[src/rtl/uart_tx_ctrl.sv]
// UART transmit frame controller: start bit, LSB-first data, optional parity, stop bit.
// Accepts a new word in IDLE or STOP so back-to-back frames run with no idle gap.
module uart_tx_ctrl #(
   parameter int DATA_WIDTH = 8
) (
   input  logic                  clk,
   input  logic                  rst,
   input  logic [DATA_WIDTH-1:0] P_DATA,
   input  logic                  Data_Valid,
   input  logic                  PAR_EN,
   input  logic                  par_bit,
   output logic                  par_load,
   output logic                  TX_OUT,
   output logic                  busy
);

   localparam int CNT_W = $clog2(DATA_WIDTH);
   localparam logic [CNT_W-1:0] CNT_LAST = CNT_W'(DATA_WIDTH - 1);

   typedef enum logic [2:0] {
      IDLE,
      START,
      DATA,
      PARITY,
      STOP
   } state_t;

   state_t                  state_q, state_d;
   logic [DATA_WIDTH-1:0]   shift_q, shift_d;
   logic [CNT_W-1:0]        cnt_q, cnt_d;
   logic                    par_en_q, par_en_d;
   logic                    tx_q, tx_d;
   logic                    busy_q, busy_d;
   logic                    par_load_q, par_load_d;
   logic                    accept;

   always_comb begin
      accept     = Data_Valid && ((state_q == IDLE) || (state_q == STOP));
      state_d    = state_q;
      shift_d    = shift_q;
      cnt_d      = cnt_q;
      par_en_d   = par_en_q;
      par_load_d = accept;

      unique case (state_q)
         IDLE, STOP: begin
            if (accept) begin
               state_d  = START;
               shift_d  = P_DATA;
               cnt_d    = '0;
               par_en_d = PAR_EN;
            end else begin
               state_d  = IDLE;
            end
         end
         START:  state_d = DATA;
         DATA: begin
            if (cnt_q == CNT_LAST) begin
               state_d = par_en_q ? PARITY : STOP;
            end else begin
               cnt_d = cnt_q + 1'b1;
            end
         end
         PARITY: state_d = STOP;
         default: state_d = IDLE;
      endcase

      // Outputs are decoded from the next state so the line changes on the edge that enters it.
      tx_d   = 1'b1;
      busy_d = 1'b1;
      unique case (state_d)
         IDLE:   busy_d = 1'b0;
         START:  tx_d   = 1'b0;
         DATA: begin
            tx_d    = shift_q[0];
            shift_d = shift_q >> 1;
         end
         PARITY: tx_d   = par_bit;
         STOP:   tx_d   = 1'b1;
         default: begin
            tx_d   = 1'b1;
            busy_d = 1'b0;
         end
      endcase
   end

   always_ff @(posedge clk or negedge rst) begin
      if (!rst) begin
         state_q    <= IDLE;
         shift_q    <= '0;
         cnt_q      <= '0;
         par_en_q   <= 1'b0;
         tx_q       <= 1'b1;
         busy_q     <= 1'b0;
         par_load_q <= 1'b0;
      end else begin
         state_q    <= state_d;
         shift_q    <= shift_d;
         cnt_q      <= cnt_d;
         par_en_q   <= par_en_d;
         tx_q       <= tx_d;
         busy_q     <= busy_d;
         par_load_q <= par_load_d;
      end
   end

   assign TX_OUT   = tx_q;
   assign busy     = busy_q;
   assign par_load = par_load_q;

endmodule

[config.mk]
export PLATFORM = sky130hd
export DESIGN_NAME = uart_tx_ctrl
export DESIGN_NICKNAME = d
export VERILOG_FILES = /design/src/rtl/uart_tx_ctrl.sv
export SDC_FILE = /design/constraint.sdc
export NUM_CORES = 1
export LEC_CHECK = 0
export BUFFER_PORTS_ARGS = -buffer_cell sky130_fd_sc_hd__buf_2
export CAP_MARGIN = 20
export CORE_MARGIN = 3
export CORE_UTILIZATION = 41
export CTS_BUF_LIST = sky130_fd_sc_hd__clkbuf_8
export CTS_CLUSTER_DIAMETER = 100
export CTS_CLUSTER_SIZE = 24
export DETAILED_ROUTE_END_ITERATION = 8
export PLACE_DENSITY = 0.61
export SLEW_MARGIN = 10
export SYNTH_ARGS = -nofsm -noshare
export SYNTH_HDL_FRONTEND = slang
export SYNTH_SLANG_ARGS = --single-unit
[constraint.sdc]
create_clock -name clk -period 2.3 [get_ports clk]
set_input_delay 0.115 -clock clk [delete_from_list [all_inputs] [get_ports clk]]
set_output_delay 0.115 -clock clk [all_outputs]
set_load 0.05 [all_outputs]
== Word-level counts from Yosys, hierarchy flattened ==
Cells that the tools add are included.
Cells by class
  reductions and logical operators: 11
  shift operators: 0
  equal/unequal tests: 11
  $lt $le $gt $ge: 0
  bitwise gates (word level): 0
  divide/modulo/power cells: 0
  add/sub/neg operators: 1
  multiplexer cells: 12
  $mul: 0
Operators by type and width (number)
  2-to-1 mux 8 bit: 3
  == test 3 x 2 -> 1 bit, second input constant: 4
  2-to-1 mux 3 bit: 4
  one-hot mux 3 bit (4 select lines): 1
  == test 3 bit, second input constant: 3
  == test 3 x 1 -> 1 bit, second input constant: 2
  one-hot mux 3 bit (2 select lines): 1
  nonzero test 2 bit: 3
  != test 2 bit, second input constant: 2
  AND reduction 2 bit: 2
  OR reduction 4 bit: 1
  adder 3 x 1 -> 3 bit, second input constant: 1
  zero test 3 bit: 1
  one-hot mux 1 bit (3 select lines): 1
  AND reduction 3 bit: 1
  2-to-1 mux 1 bit: 2
  OR reduction 2 bit: 1
  logical AND 1 bit: 1
  logical OR 1 bit: 1
Storage, ports and cells
  ROM bits: 0
  bits in registers: 18
  memories kept: 0
  memory bits (writable): 0
  bits in latches: 0

== Longest topological paths before layout ==
  depth after elaboration: 8
  gate-level depth with buffers: 7
  gate-level depth less buffers: 6

== Worst setup path before layout ==
No wires, ideal clock.
  path type: register to register
  start point: register cnt_q[0]
  end point: register shift_q[1]
  arrival time: 1.571 ns
  setup slack: 0.611 ns
  library setup time: 0.118 ns
  stages on the path, launching flop included: 7
  clock period less this slack: 1.689 ns
  path through: dfrtp_1 > ha_1 > ha_1 > nor2b_1 > o41ai_4 > nor2_1 > a21o_1
On the way
  word-level cells in the longest chain between the ends: 6
  elaborated cells on any way between the ends: 8
  those cells by class: eq/ne (2); mux (3); reduce/logical (3)
RTL lines
  from (decl): line 30  | logic [CNT_W-1:0] cnt_q, cnt_d;
  from (signal assigned): line 99  | cnt_q <= cnt_d;
  == test 3 bit (*): line 58  | if (cnt_q == CNT_LAST) begin
  2-to-1 mux 3 bit (*): line 58
  one-hot mux 3 bit (4 select lines) (*): line 45  | unique case (state_q)
  == test 3 x 2 -> 1 bit (*): line 71  | unique case (state_d)
  nonzero test 2 bit (no source line)
  AND reduction 2 bit (no source line)
  to (signal assigned): line 98  | shift_q <= shift_d;
  to (decl): line 29  | logic [DATA_WIDTH-1:0] shift_q, shift_d;
Every way passes the cells marked *; elsewhere a longest branch is shown, timed or not.
A chain may end at the register's enable or synchronous reset.

== Worst setup path in the final report ==
Ends and elaborated chain as after synthesis.

==> flow_summary.yaml <==
synthesis:
  yosysUniqueCellTypes: 26
  netlist.top_cell.by_area: "dfrtp_1"
  syn_inst: 69
  synth_top_area_share_pct: 50.0
  seq_area_frac_synth_pct: 53.1
  syn_avg_cell_area_um2: 12.3
  yosys_warnings: 0
  ys_ff_latch: 18
  synth_area_um2: 851
  synth_fp_nets: 85
  synth_area_leaders: "dfrtp_1 (50%), a22o_1 (8.2%), a21o_1 (5.3%)"
power_and_ir_drop:
  p_clk_share_pct: 18.2
  p_seq_share_pct: 40.4
  peakVddDrop_mv: 0.833
  leakagePower_nw: 0.512
  intPower_mw: 0.879
  switching_share_pct: 36.4
  p_per_area_mw_per_mm2: 1370
  p_sw_mw: 0.502
  power_frac_comb_pct: 41.4
drt:
  drtIter0Drc: 12
  wl_per_cell_um: 12.9
  drtPass1Iterations: 4
  via_per_inst: 5.18
  detail-route-antenna-nets: 0
  drc: 0
  wirelength_mm: 1.45
  vias: 580
floorplan:
  pin_count: 16
  start_util_pct: 46.3
  row_count: 15
  die-height_um: 51.6
  die-area_mm2: 0.00266
  die_w_um: 51.6
  core_mm2: 0.00184
cells_and_area:
  drive_gt1_share_pct: 32.2
  finalNetCount: 104
  layout_commonest_cell: "dfrtp_1"
  fill_cells: 188
  final_cell_mix: "dfrtp_1 (17), buf_2 (15), a22o_1 (8)"
  diodes: 0
  syn_to_final_growth_pct: 18.2
  fin_area_mm2: 0.00101
  multi_input_area_um2: 368
  seqCellArea_um2: 452
worst_setup_path:
  startpoint_type: "flip-flop"
  critical_path_class: "flip-flop to flip-flop"
  cp_max_fo: 10
  required_ns: 2.49
  arrival_ns: 1.97
  crit_path_end_kind: "flip-flop"
global_route:
  busiest_layer: "met2"
  track_usage_pct: 13.0
  grt_pass1_wl_mm: 2.50
  grt_pass1_vias: 580
  antenna_found_initial: 0
  grt_overflow_total: 0
  grt_use_met1_pct: 16.6
  grtUsageMet2_pct: 19.1
  grt_max_degree: 19
  grt_use_met3_pct: 2.58
sta:
  setup_viol: 0
  max-slew-margin-rel_pct: 64.7
  whs_ns: 0.0722
  rsz0062_at_grt: "no"
  finalClockSkew_ns: 0.00409
  fmax_mhz: 564
  worst_pin_slew_ns: 0.529
  slew_viol_final: 0
  hold_viol_final: 0
  min_period_ns: 1.77
  setup_tns_ns: 0
  final.setup.worst_slack_ns: 0.525
  post-route-period-util_pct: 77.2
placed_design:
  dp_slack_ns: 0.526
  dpl.hpwl_mm: 1.05
  placedInstanceArea_um2: 941
  gp_congestion: 0.702
  portBuffers: 15
cts:
  h-tree-depth: 1
  cts_sinks: 18
  cts_buffer_depth: 2
  root_buffer: "clkbuf_8"
  cts_tree: "yes"
  ctsResizeCount: 0
  clkTransAtPathRegs_ns: 0.07
  numCtsBuffers: 3
  insertion_delay_ns: 0.25
worst_hold_path:
  hp-class: "input port to flip-flop"
outcome:
  status: "finished clean"
run:
  drv_cap: 0
cell type report:
type,instances,area share [%]
repair buffers,17,9.20
clock buffers,4,5.47
well taps,25,3.11
inverters,2,0.746
multi-input cells,46,36.6
flip-flops and latches,18,44.9
routing by layer:
layer,vias up,part of all wire (%)
met4,0,3.2
met3,4,5.0
met5,-,0
met2,14,42
met1,275,50
li1,287,-
critical path: stages (launching register included):
cell and delay [ns]:
dfrtp_1 0.38, ha_1 0.22, ha_1 0.17, nor2b_1 0.17
o41ai_4 0.34, buf_4 0.22, a22o_1 0.14, a21o_1 0.08
cells by family after synthesis:
kind of cell	after synthesis	synth area share [%]
AO/OA/AOI/OAI	24	23.4
flip-flops	18	53.1
AND/OR/NAND/NOR	17	12.8
buffers and inverters	5	3.68
adder cells (fa/ha/maj)	3	4.41
multiplexers	2	2.65
through the flow:
| step | std cells | power (mW) | util, % |
|---|---|---|---|
| 6_report | 112 | 1.38 | 54.7 |
| 5_1_grt | 112 | 1.49 | 54.7 |
| 4_1_cts | 112 | 1.40 | 54.7 |
| 3_5_place_dp | 107 | 1.14 | 51.2 |
| 3_3_place_gp | 107 | 1.13 | 51.2 |
| 2_1_floorplan | 69 | 1.04 | - |
Yosys cell counts (all sizes together):
cell type	number
buf	3
nor3	2
nand2	1
a21oi	3
nor2b	2
a221oi	1
mux2	2
inv	2
a22oi	1
dfstp	1
ha	3
o21bai	1
o31ai	1
a22o	8
o41ai	1
and2	1
dfrtp	17
o21ai	2
nor2	6
or3b	1
a21o	6
nand2b	4
power by group through the flow:
stage / clock network (mW) / logic [mW] / registers (mW)
after floorplan: 0 / 0.425 / 0.610
after global placement: 0 / 0.569 / 0.562
after detailed placement: 0 / 0.578 / 0.565
after CTS: 0.263 / 0.581 / 0.558
after global routing: 0.278 / 0.631 / 0.579
final: 0.251 / 0.572 / 0.558
state kept, by name, summed over array words and instances, names as in the netlist:
register  flops
TX_OUT        1
busy          1
cnt_q         3
par_en_q      1
par_load      1
shift_q       8
state_q       3
worst paths after layout:
path                                        startpoint  cells past startpoint  slack [ns]                endpoint
worst max-delay path              cnt_q[0]$_DFFE_PN0P_                      7        0.53  shift_q[1]$_DFFE_PN0P_
worst min-delay path                         P_DATA[7]                      3        0.07  shift_q[7]$_DFFE_PN0P_
worst max register to register    cnt_q[0]$_DFFE_PN0P_                      7        0.53  shift_q[1]$_DFFE_PN0P_
worst min register to register  shift_q[2]$_DFFE_PN0P_                      1        0.48  shift_q[2]$_DFFE_PN0P_
max in group asynchronous                          rst                      2        1.66        TX_OUT$_DFF_PN1_
min in group asynchronous                          rst                      2        0.32  shift_q[7]$_DFFE_PN0P_
what timing repair did:
item                                   CTS  global route
endpoints found under the hold margin   17             0
buffers inserted                         0             0
hold buffers                             1             0
setup endpoints to repair                0             0
Power figures use the tool's default switching activity.
